<file path="src/rtl/ps2_pkg.sv">
// Shared PS/2 receive definitions: FSM state encoding, frame geometry and
// the odd-parity check used on every received frame.
package ps2_pkg;

  typedef enum logic [1:0] {
    ST_IDLE   = 2'd0,
    ST_DATA   = 2'd1,
    ST_PARITY = 2'd2,
    ST_STOP   = 2'd3
  } ps2_state_e;

  localparam int DATA_BITS  = 8;
  // start + data + parity + stop
  localparam int FRAME_BITS = DATA_BITS + 3;

  // True when data plus the parity bit contain an odd number of ones.
  function automatic logic odd_parity_ok(input logic [DATA_BITS-1:0] data,
                                         input logic                 par);
    return ^{data, par};
  endfunction

endpackage

</file>
<file path="src/rtl/ps2_rx_fifo.sv">
// Small synchronous FIFO with push/pop, full/empty and a combinational head.
// A push while full is accepted only if a pop frees a slot in the same cycle.
module ps2_rx_fifo #(
  parameter int WIDTH = 8,
  parameter int DEPTH = 8
) (
  input  logic             clock,
  input  logic             resetn,
  input  logic             push,
  input  logic [WIDTH-1:0] push_data,
  input  logic             pop,
  output logic             full,
  output logic             empty,
  output logic [WIDTH-1:0] head
);

  localparam int AW = $clog2(DEPTH);

  logic [WIDTH-1:0] mem [DEPTH];
  logic [AW-1:0]    wr_ptr;
  logic [AW-1:0]    rd_ptr;
  logic [AW:0]      count;
  logic             do_push;
  logic             do_pop;

  assign empty   = (count == '0);
  assign full    = (count == (AW+1)'(DEPTH));
  assign do_pop  = pop && !empty;
  assign do_push = push && (!full || do_pop);
  // Gated so the head reads zero (not stale storage) when nothing is queued.
  assign head    = empty ? '0 : mem[rd_ptr];

  always_ff @(posedge clock) begin
    if (do_push) begin
      mem[wr_ptr] <= push_data;
    end
  end

  always_ff @(posedge clock or negedge resetn) begin
    if (!resetn) begin
      wr_ptr <= '0;
      rd_ptr <= '0;
      count  <= '0;
    end else begin
      if (do_push) begin
        wr_ptr <= wr_ptr + AW'(1);
      end
      if (do_pop) begin
        rd_ptr <= rd_ptr + AW'(1);
      end
      case ({do_push, do_pop})
        2'b10:   count <= count + (AW+1)'(1);
        2'b01:   count <= count - (AW+1)'(1);
        default: count <= count;
      endcase
    end
  end

endmodule

</file>
<file path="src/rtl/ps2_host_rx.sv">
// Host-side PS/2 receiver: synchronizes the device clock/data, deframes
// 11-bit frames, checks parity/stop and queues good scancodes.
module ps2_host_rx
  import ps2_pkg::*;
#(
  parameter int FIFO_DEPTH     = 8,
  parameter int SYNC_STAGES    = 2,
  parameter int TIMEOUT_CYCLES = 25000
) (
  input  logic       clock,
  input  logic       resetn,
  input  logic       ps2_clk,
  input  logic       ps2_dat,
  input  logic       rd_en,
  output logic [7:0] rd_data,
  output logic       rd_valid,
  input  logic       err_clr,
  output logic       overflow,
  output logic       parity_err,
  output logic       frame_err,
  output logic [1:0] state_dbg
);

  localparam int TO_W = $clog2(TIMEOUT_CYCLES);
  localparam int BC_W = $clog2(FRAME_BITS);

  logic [SYNC_STAGES-1:0] clk_sync;
  logic [SYNC_STAGES-1:0] dat_sync;
  logic                   s_clk;
  logic                   s_dat;
  logic                   clk_prev;
  logic                   fe;

  ps2_state_e            state, state_n;
  logic [BC_W-1:0]       bit_cnt, bit_cnt_n;
  logic [DATA_BITS-1:0]  shreg, shreg_n;
  logic                  par_bit, par_bit_n;
  logic [TO_W-1:0]       to_cnt, to_cnt_n;
  logic                  timeout;

  logic push_req;
  logic perr_evt;
  logic ferr_evt;
  logic ovf_evt;
  logic fifo_full;
  logic fifo_empty;

  // Idle PS/2 lines are high, so the synchronizers reset to 1 to avoid a
  // false falling edge right after reset.
  always_ff @(posedge clock or negedge resetn) begin
    if (!resetn) begin
      clk_sync <= '1;
      dat_sync <= '1;
      clk_prev <= 1'b1;
    end else begin
      clk_sync <= {clk_sync[SYNC_STAGES-2:0], ps2_clk};
      dat_sync <= {dat_sync[SYNC_STAGES-2:0], ps2_dat};
      clk_prev <= s_clk;
    end
  end

  assign s_clk   = clk_sync[SYNC_STAGES-1];
  assign s_dat   = dat_sync[SYNC_STAGES-1];
  assign fe      = clk_prev && !s_clk;
  assign timeout = (state != ST_IDLE) && (to_cnt == TO_W'(TIMEOUT_CYCLES - 1));

  always_ff @(posedge clock or negedge resetn) begin
    if (!resetn) begin
      state   <= ST_IDLE;
      bit_cnt <= '0;
      shreg   <= '0;
      par_bit <= 1'b0;
      to_cnt  <= '0;
    end else begin
      state   <= state_n;
      bit_cnt <= bit_cnt_n;
      shreg   <= shreg_n;
      par_bit <= par_bit_n;
      to_cnt  <= to_cnt_n;
    end
  end

  always_comb begin
    state_n   = state;
    bit_cnt_n = bit_cnt;
    shreg_n   = shreg;
    par_bit_n = par_bit;
    push_req  = 1'b0;
    perr_evt  = 1'b0;
    ferr_evt  = 1'b0;
    to_cnt_n  = (fe || state == ST_IDLE || timeout) ? '0 : to_cnt + TO_W'(1);

    case (state)
      ST_IDLE: begin
        // A high data bit on a falling edge is idle-line activity, not a frame.
        if (fe && !s_dat) begin
          state_n   = ST_DATA;
          bit_cnt_n = '0;
        end
      end
      ST_DATA: begin
        if (fe) begin
          shreg_n   = {s_dat, shreg[DATA_BITS-1:1]};
          bit_cnt_n = bit_cnt + BC_W'(1);
          if (bit_cnt == BC_W'(DATA_BITS - 1)) begin
            state_n = ST_PARITY;
          end
        end
      end
      ST_PARITY: begin
        if (fe) begin
          par_bit_n = s_dat;
          state_n   = ST_STOP;
        end
      end
      ST_STOP: begin
        if (fe) begin
          state_n = ST_IDLE;
          if (odd_parity_ok(shreg, par_bit) && s_dat) begin
            push_req = 1'b1;
          end else if (!odd_parity_ok(shreg, par_bit)) begin
            perr_evt = 1'b1;
          end else begin
            ferr_evt = 1'b1;
          end
        end
      end
      default: state_n = ST_IDLE;
    endcase

    // A real edge always beats the watchdog.
    if (timeout && !fe) begin
      state_n  = ST_IDLE;
      shreg_n  = '0;
      ferr_evt = 1'b1;
    end
  end

  // Full means no pop can be blocked by emptiness, so rd_en alone frees a slot.
  assign ovf_evt = push_req && fifo_full && !rd_en;

  always_ff @(posedge clock or negedge resetn) begin
    if (!resetn) begin
      overflow   <= 1'b0;
      parity_err <= 1'b0;
      frame_err  <= 1'b0;
    end else begin
      if (ovf_evt)       overflow <= 1'b1;
      else if (err_clr)  overflow <= 1'b0;
      if (perr_evt)      parity_err <= 1'b1;
      else if (err_clr)  parity_err <= 1'b0;
      if (ferr_evt)      frame_err <= 1'b1;
      else if (err_clr)  frame_err <= 1'b0;
    end
  end

  ps2_rx_fifo #(
    .WIDTH (DATA_BITS),
    .DEPTH (FIFO_DEPTH)
  ) u_fifo (
    .clock     (clock),
    .resetn    (resetn),
    .push      (push_req),
    .push_data (shreg),
    .pop       (rd_en),
    .full      (fifo_full),
    .empty     (fifo_empty),
    .head      (rd_data)
  );

  assign rd_valid  = !fifo_empty;
  assign state_dbg = state;

endmodule

</file>
<file path="config.mk">
export PLATFORM = sky130hd
export DESIGN_NAME = ps2_host_rx
export DESIGN_NICKNAME = d
export VERILOG_FILES = /design/src/rtl/ps2_pkg.sv /design/src/rtl/ps2_rx_fifo.sv /design/src/rtl/ps2_host_rx.sv
export SDC_FILE = /design/constraint.sdc
export NUM_CORES = 1
export LEC_CHECK = 0
export CORE_MARGIN = 5
export CORE_UTILIZATION = 54
export DETAILED_ROUTE_END_ITERATION = 6
export PLACE_DENSITY = 0.81
export SYNTH_ARGS = -nofsm -noshare
export SYNTH_HDL_FRONTEND = slang
export SYNTH_SLANG_ARGS = --single-unit
</file>
<file path="constraint.sdc">
create_clock -name clock -period 2.4 [get_ports clock]
set_clock_uncertainty 0.05 [all_clocks]
set_input_delay 0.24 -clock clock [delete_from_list [all_inputs] [get_ports clock]]
set_output_delay 0.24 -clock clock [all_outputs]
set_load 0.01 [all_outputs]
</file>
After elaboration in Yosys (flattened, before gate mapping)
Memories as Yosys holds them, arrays and structs flattened.
Cells that the tools add are included.
{ "word_totals": {"out_inout_bits": 14, "ff_bits": 48, "latch_bits": 0, "in_bits": 6, "mem_bits_ro": 0, "ramBits": 64, "word_cells": 103, "mem_count": 1} }
{ "classes": {"n_bitwise": 0, "multipliers": 0, "n_lt_le_gt_ge": 0, "add_sub_neg": 6, "shift": 0, "n_reduce_logical": 33, "div": 0, "muxes": 34, "eq_ne": 15} }
{ "memory_table": {"columns": ["memory", "words", "width", "rd", "rd_ports_with_merged_regs", "write_ports", "line", "source"], "rows": [
  ["u_fifo.mem", 8, 8, 1, 0, 1, "ps2_rx_fifo.sv:19", "logic [WIDTH-1:0] mem [DEPTH];"]
]} }
{ "op_table": {"columns": ["cell", "n"], "rows": [
  ["two-way mux 8 bit", 4],
  ["two-way mux 1 bit", 18],
  ["case mux 4 bit (2 select lines)", 2],
  ["nonzero test 2 bit", 8],
  ["adder 15 x 1 -> 15 bit, second input constant", 1],
  ["equality test 15 bit, second input constant", 1],
  ["two-way mux 15 bit", 1],
  ["two-way mux 2 bit", 6],
  ["!= test 3 bit, second input constant", 4],
  ["logical AND 1 bit", 9],
  ["XOR reduction 9 bit", 1],
  ["adder 4 x 1 -> 4 bit, second input constant", 2],
  ["two-way mux 4 bit", 2],
  ["case mux 2 bit (4 select lines)", 1],
  ["adder 3 x 1 -> 3 bit, second input constant", 2],
  ["equality test 2 bit, second input constant", 3],
  ["zero test 1 bit", 6],
  ["AND reduction 5 bit", 1],
  ["equality test 2 x 1 -> 1 bit, second input constant", 2],
  ["equality test 4 x 3 -> 1 bit, second input constant", 1],
  ["equality test 4 bit, second input constant", 1],
  ["zero test 4 bit", 1],
  ["AND reduction 2 bit", 2],
  ["subtractor 4 x 1 -> 4 bit, second input constant", 1],
  ["6 further kinds", 8]
]} }

Logic depth before layout (Yosys ltp)
{ "logic_depth": {"word_depth": 8, "depth_mapped": 11, "depth_no_buf": 11} }

Modules after synthesis
Synthesis repeated with hierarchy kept, for this count alone.
{ "hier_totals": {"hier_cells": 367, "hier_area_um2": 5062.4} }
{ "modules_own_cells": {"columns": ["module", "instances", "seq_area_each_um2", "cells_per_inst", "area_each_um2"], "rows": [
  ["ps2_rx_fifo", 1, 2172.1, 191, 3183.1],
  ["ps2_host_rx", 1, 957.2, 176, 1879.3]
]} }

Least setup slack after synthesis
Ideal clock, no wire load.
{ "synth_timing": {"kind": "flip-flop to flip-flop", "startpoint": "reg shreg[2]", "endpoint": "reg u_fifo.count[2]", "setup_ns": 0.126, "slack_ns": -0.298, "stages_incl_launch_ff": 11, "required_ns": 2.224, "synth_period_minus_slack_ns": 2.698, "n_path_buf": 0, "arrival_time_ns": 2.522, "cell_sequence": "dfrtp_1 xor2_1 xnor3_1 mux2i_1 ha_1 xor2_1 ha_1 a21oi_1 xor2_1 nor2_1 xor2_1"} }
{ "synth_via": {"elab_chain_len": 8, "word_cells_on_any_way": 10, "cone_classes": "eq/ne: 2; mux: 4; reduce/logical: 4"} }
{ "synth_lines": {"columns": ["element", "line", "source"], "rows": [
  ["start, declared", "ps2_host_rx.sv:36", "logic [DATA_BITS-1:0] shreg, shreg_n;"],
  ["start signal, assigned", "ps2_host_rx.sv:77", "shreg <= shreg_n;"],
  ["XOR reduction 9 bit *", "ps2_pkg.sv:19", "return ^{data, par};"],
  ["logical AND 1 bit *", "ps2_host_rx.sv:119", "if (odd_parity_ok(shreg, par_bit) && s_dat) begin"],
  ["two-way mux 1 bit *", "ps2_host_rx.sv:119", null],
  ["two-way mux 1 bit *", "ps2_host_rx.sv:117", "if (fe) begin"],
  ["two-way mux 1 bit *", "ps2_host_rx.sv:93", "case (state)"],
  ["logical AND 1 bit *", "ps2_rx_fifo.sv:29", "assign do_push = push && (!full || do_pop);"],
  ["equality test 2 x 1 -> 1 bit or equality test 2 bit (tied branches)", "ps2_rx_fifo.sv:51", "case ({do_push, do_pop})"],
  ["case mux 4 bit (2 select lines) or nonzero test 2 bit (tied branches)", null, null],
  ["end signal, assigned", "ps2_rx_fifo.sv:52", "2'b10: count <= count + (AW+1)'(1);"],
  ["end signal, assigned", "ps2_rx_fifo.sv:53", "2'b01: count <= count - (AW+1)'(1);"],
  ["end signal, assigned", "ps2_rx_fifo.sv:54", "default: count <= count;"],
  ["end, declared", "ps2_rx_fifo.sv:22", "logic [AW:0] count;"]
]} }
Mark *: on every way between the ends. The rest lies on a longest branch, timed or not.
A chain may end at the register's enable or synchronous reset.

Worst setup path in the final report
{ "layout_timing": {"startpoint": "reg shreg[3]", "endpoint": "reg u_fifo.count[2]"} }
Same word-level chain as after synthesis.

==> results.txt <==
----------------------------------------------------
[Synthesis]
  Synthesis-stage register bit count ... 112
  Top FF cell, synth ... edfxtp_1
  Portion of the post-synthesis area used by sequential elements ... 0.633
  Post-synth cell types ... 46
  Cell area after synthesis ... 4940 µm²
  Per-instance average area after synthesis ... 14.5 µm²
  Synthesized netlist cell count ... 340
  Synth Net Count ... 357
  Count of flip-flops with a built-in enable after synthesis ... 64
  Proportion of synthesized flip-flops having asynchronous set or reset ... 0.429
  Warnings, synthesis ... 0

[Layout]
  Layout-stage area growth over the synthesis result ... 23.0%
  Antenna diode instance count ... 0
  Filler-free cell count of the finished design ... 526
  Most common library cell in the layout ignoring fill and taps ... edfxtp_1
  Final #Nets ... 427
  Fraction of layout instances using a drive strength above 1 ... 0.299
  Final cell area excluding filler cells ... 6080 µm²
  Commonest non-fill, non-tap cells in the layout ... 64 x edfxtp_1, 43 x dfrtp_1, 34 x buf_4

[Floorplan]
  Core Area ... 9060 µm²
  Die ar. ... 11200 µm²
  Top-Level Pins ... 20
  Effective utilization at floorplan ... 0.545
  Number of rows created at floorplan ... 35
  Overall die width ... 106 µm
  Die height ... 106 µm

[GRT]
  Global-route wire length before repair ... 15.0 mm
  Vias in the first global route ... 3063
  Overall fraction of global-route tracks in use ... 0.171
  Number of antenna violations at the first check in global routing ... 0
  Met3 Track Usage GR ... 0.0325
  Global routing's busiest layer ... met2
  Largest net degree at the start of global routing ... 26
  Met2 capacity usage during global routing ... 0.294
  Met1 usage in global routing ... 0.224
  Total global routing overflow ... 0

[Power]
  Peak supply drop ... 0.684 mV
  Internal power contribution ... 4.26 mW
  Comb pwr share ... 0.428
  Static leakage ... 2.39 nW
  Switching power of the nets ... 2.26 mW
  Fraction of power consumed by the clock network ... 0.164
  Sequential group share of total power ... 0.407
  Total power divided by cell area ... 1070 nW/µm²
  Switching share of power ... 0.346

[Timing]
  F_max ... 0.386 GHz
  Endpoints failing setup ... 45
  Shortest clock period the worst path allows after layout ... 2.59 ns
  Post-route clock period utilization ... 1.08
  Setup TNS ... -3.58 ns
  Unrepaired setup endpoints after global routing ... true
  Number of endpoints with negative hold slack in the final report ... 0
  Max-slew violation count ... 0
  Tightest Pin Transition ... 0.574 ns
  Final worst hold slack ... 0.227 ns
  Worst Setup Slack, final ... -0.191 ns
  Max-Slew Margin vs Limit ... 0.617

[Detailed routing]
  Initial DRT Pass Iterations ... 4
  Aggregate routed wire length ... 9.28 mm
  Post-detailed-route wirelength per cell ... 17.6 µm
  Final routed DRC violation total ... 0
  Initial detailed-routing violation count ... 134
  Detailed-route via count ... 2955
  Post-detailed-route count of antenna-violating nets ... 0
  Via count normalized by instance count ... 5.62

[Critical path]
  Critical path class ... flop to flop
  CP endpoint kind ... flop
  Critical Path Source Type ... flop
  Worst Path Arrival ... 2.78 ns
  Highest fanout seen on the critical path ... 3
  CP required ... 2.59 ns

[Clock network]
  Number of buffers created by CTS ... 9
  H-tree levels ... 3
  Clock-pin slew on the worst setup and hold paths ... 0.11 ns
  Maximum count of clock buffers along a single path ... 2
  Source-to-sink clock delay at the later pin of the worst-skew pair ... 0.36 ns
  CTS tree ... built
  Clock root buffer ... clkbuf_8
  Clock sink count ... 112

[Place]
  Placer Congestion ... 0.885
  Detail Placement HPWL ... 6.23 mm
  Instance count after placement with tap cells included ... 497
  Placed Area ... 5610 µm²
  Count of input and output buffers ... 19

[Min path]
  Hold crit path type ... input pin to flop

[Run status]
  Violated checks ... setup timing
  Run status ... complete, but fails checks

[Run]
  Reported max-cap violation count ... 0

----------------------------------------------------
[state kept, by name (all words and copies together) (netlist names)]
signal and count:
overflow 1, u_fifo.count 4, u_fifo.mem 64, dat_sync 2
clk_prev 1, parity_err 1, to_cnt 15, u_fifo.rd_ptr 3
state_dbg 2, bit_cnt 4, clk_sync 2, shreg 8
u_fifo.wr_ptr 3, frame_err 1, par_bit 1
[layer usage]
metal  part of all wire  vias up
met3              0.031       10
met5                  0        -
li1                   -     1412
met4             0.0092        0
met2               0.53       58
met1               0.43     1475
[timing repair]
item / in CTS / in global routing
hold endpoints to repair: 18 / 0
pin swaps: 11 / 13
setup endpoints to repair: 76 / 69
resized for setup: 20 / 34
setup buffers: 7 / 5
hold buffers: 1 / 0
[cell usage after synthesis (2+ instances only)]
master | count | area [µm²]
mux2_2 | 4 | 45.0
nand4b_1 | 2 | 17.5
or2_2 | 2 | 12.5
nor2_1 | 33 | 124
buf_2 | 2 | 10.0
dfstp_2 | 5 | 131
xnor2_1 | 13 | 114
clkbuf_1 | 6 | 22.5
buf_1 | 2 | 7.51
mux2i_1 | 11 | 110
a211oi_1 | 2 | 15.0
or3_1 | 4 | 25.0
a21oi_1 | 10 | 50.1
nand2b_1 | 9 | 56.3
dfrtp_1 | 43 | 1080
inv_1 | 10 | 37.5
o21ai_0 | 8 | 40.0
nand2_1 | 17 | 63.8
nand3b_1 | 2 | 15.0
nand3_1 | 10 | 50.1
nand4_1 | 3 | 18.8
xor2_1 | 10 | 87.6
nor2b_1 | 4 | 25.0
nor3_1 | 8 | 40.0
ha_1 | 11 | 138
mux4_2 | 16 | 360
a22o_1 | 10 | 87.6
edfxtp_1 | 64 | 1920
xnor3_1 | 2 | 45.0
[path summary, 6_finish.rpt]
check                             from               to  slack (ns)  cells after the start
setup / recovery              shreg[3]  u_fifo.count[2]       -0.19                     10
hold / removal                 ps2_clk      clk_sync[0]        0.23                      1
setup reg to reg              shreg[3]  u_fifo.count[2]       -0.19                     10
hold reg to reg            clk_sync[0]      clk_sync[1]        0.31                      0
max in group asynchronous       resetn         shreg[6]        1.43                      3
min in group asynchronous       resetn     state_dbg[0]        0.33                      2
[logic make-up (layout without fill, tap and decap cells)]
| group | after synthesis | count (layout) | synth area share |
|---|---|---|---|
| muxes | 32 | 32 | 0.107 |
| and+or+nand+nor | 102 | 102 | 0.110 |
| xor gates and xnor gates | 26 | 26 | 0.0547 |
| adders and majority gates | 11 | 11 | 0.0279 |
| buffers and inverters | 21 | 96 | 0.0172 |
| DFF | 112 | 112 | 0.633 |
| AOI/OAI and AO/OA | 36 | 36 | 0.0496 |
[power groups by stage]
stage	combinational [mW]	sequential, mW	clock (mW)
4_1_cts	2.64	2.64	1.10
5_1_grt	3.03	2.69	1.19
3_5_place_dp	2.55	2.69	0
2_1_floorplan	1.62	2.68	0
3_3_place_gp	2.49	2.67	0
6_report	2.79	2.65	1.07
[layout make-up]
| class | instances | area (µm²) |
|---|---|---|
| clock buffer | 10 | 128 |
| clock inverter | 6 | 57.6 |
| fill | 625 | 2990 |
| inverter | 10 | 37.5 |
| multi-input combinational | 207 | 1930 |
| sequential | 112 | 3130 |
| tap | 111 | 139 |
| timing repair buffer | 70 | 656 |
[worst max-delay path: stages (launching register included)]
cell and delay (ns):
dfrtp_1 0.41, xor2_1 0.21, xnor3_2 0.50, mux2i_4 0.23, ha_4 0.19, xor2_2 0.15
ha_4 0.17, a21oi_4 0.13, xor2_1 0.20, nor2_1 0.09, xor2_1 0.15
[stage by stage]
| step | total power [mW] | utilization | setup WS, ns |
|---|---|---|---|
| 6_report | 6.51 | 0.671 | -0.191 |
| 3_5_place_dp | 5.24 | 0.619 | -0.199 |
| 3_3_place_gp | 5.15 | 0.619 | -0.103 |
| 5_1_grt | 6.91 | 0.671 | -0.265 |
| 4_1_cts | 6.38 | 0.649 | -0.0630 |
| 2_1_floorplan | 4.30 | - | -0.106 |
(Power assumes the default switching activity.)
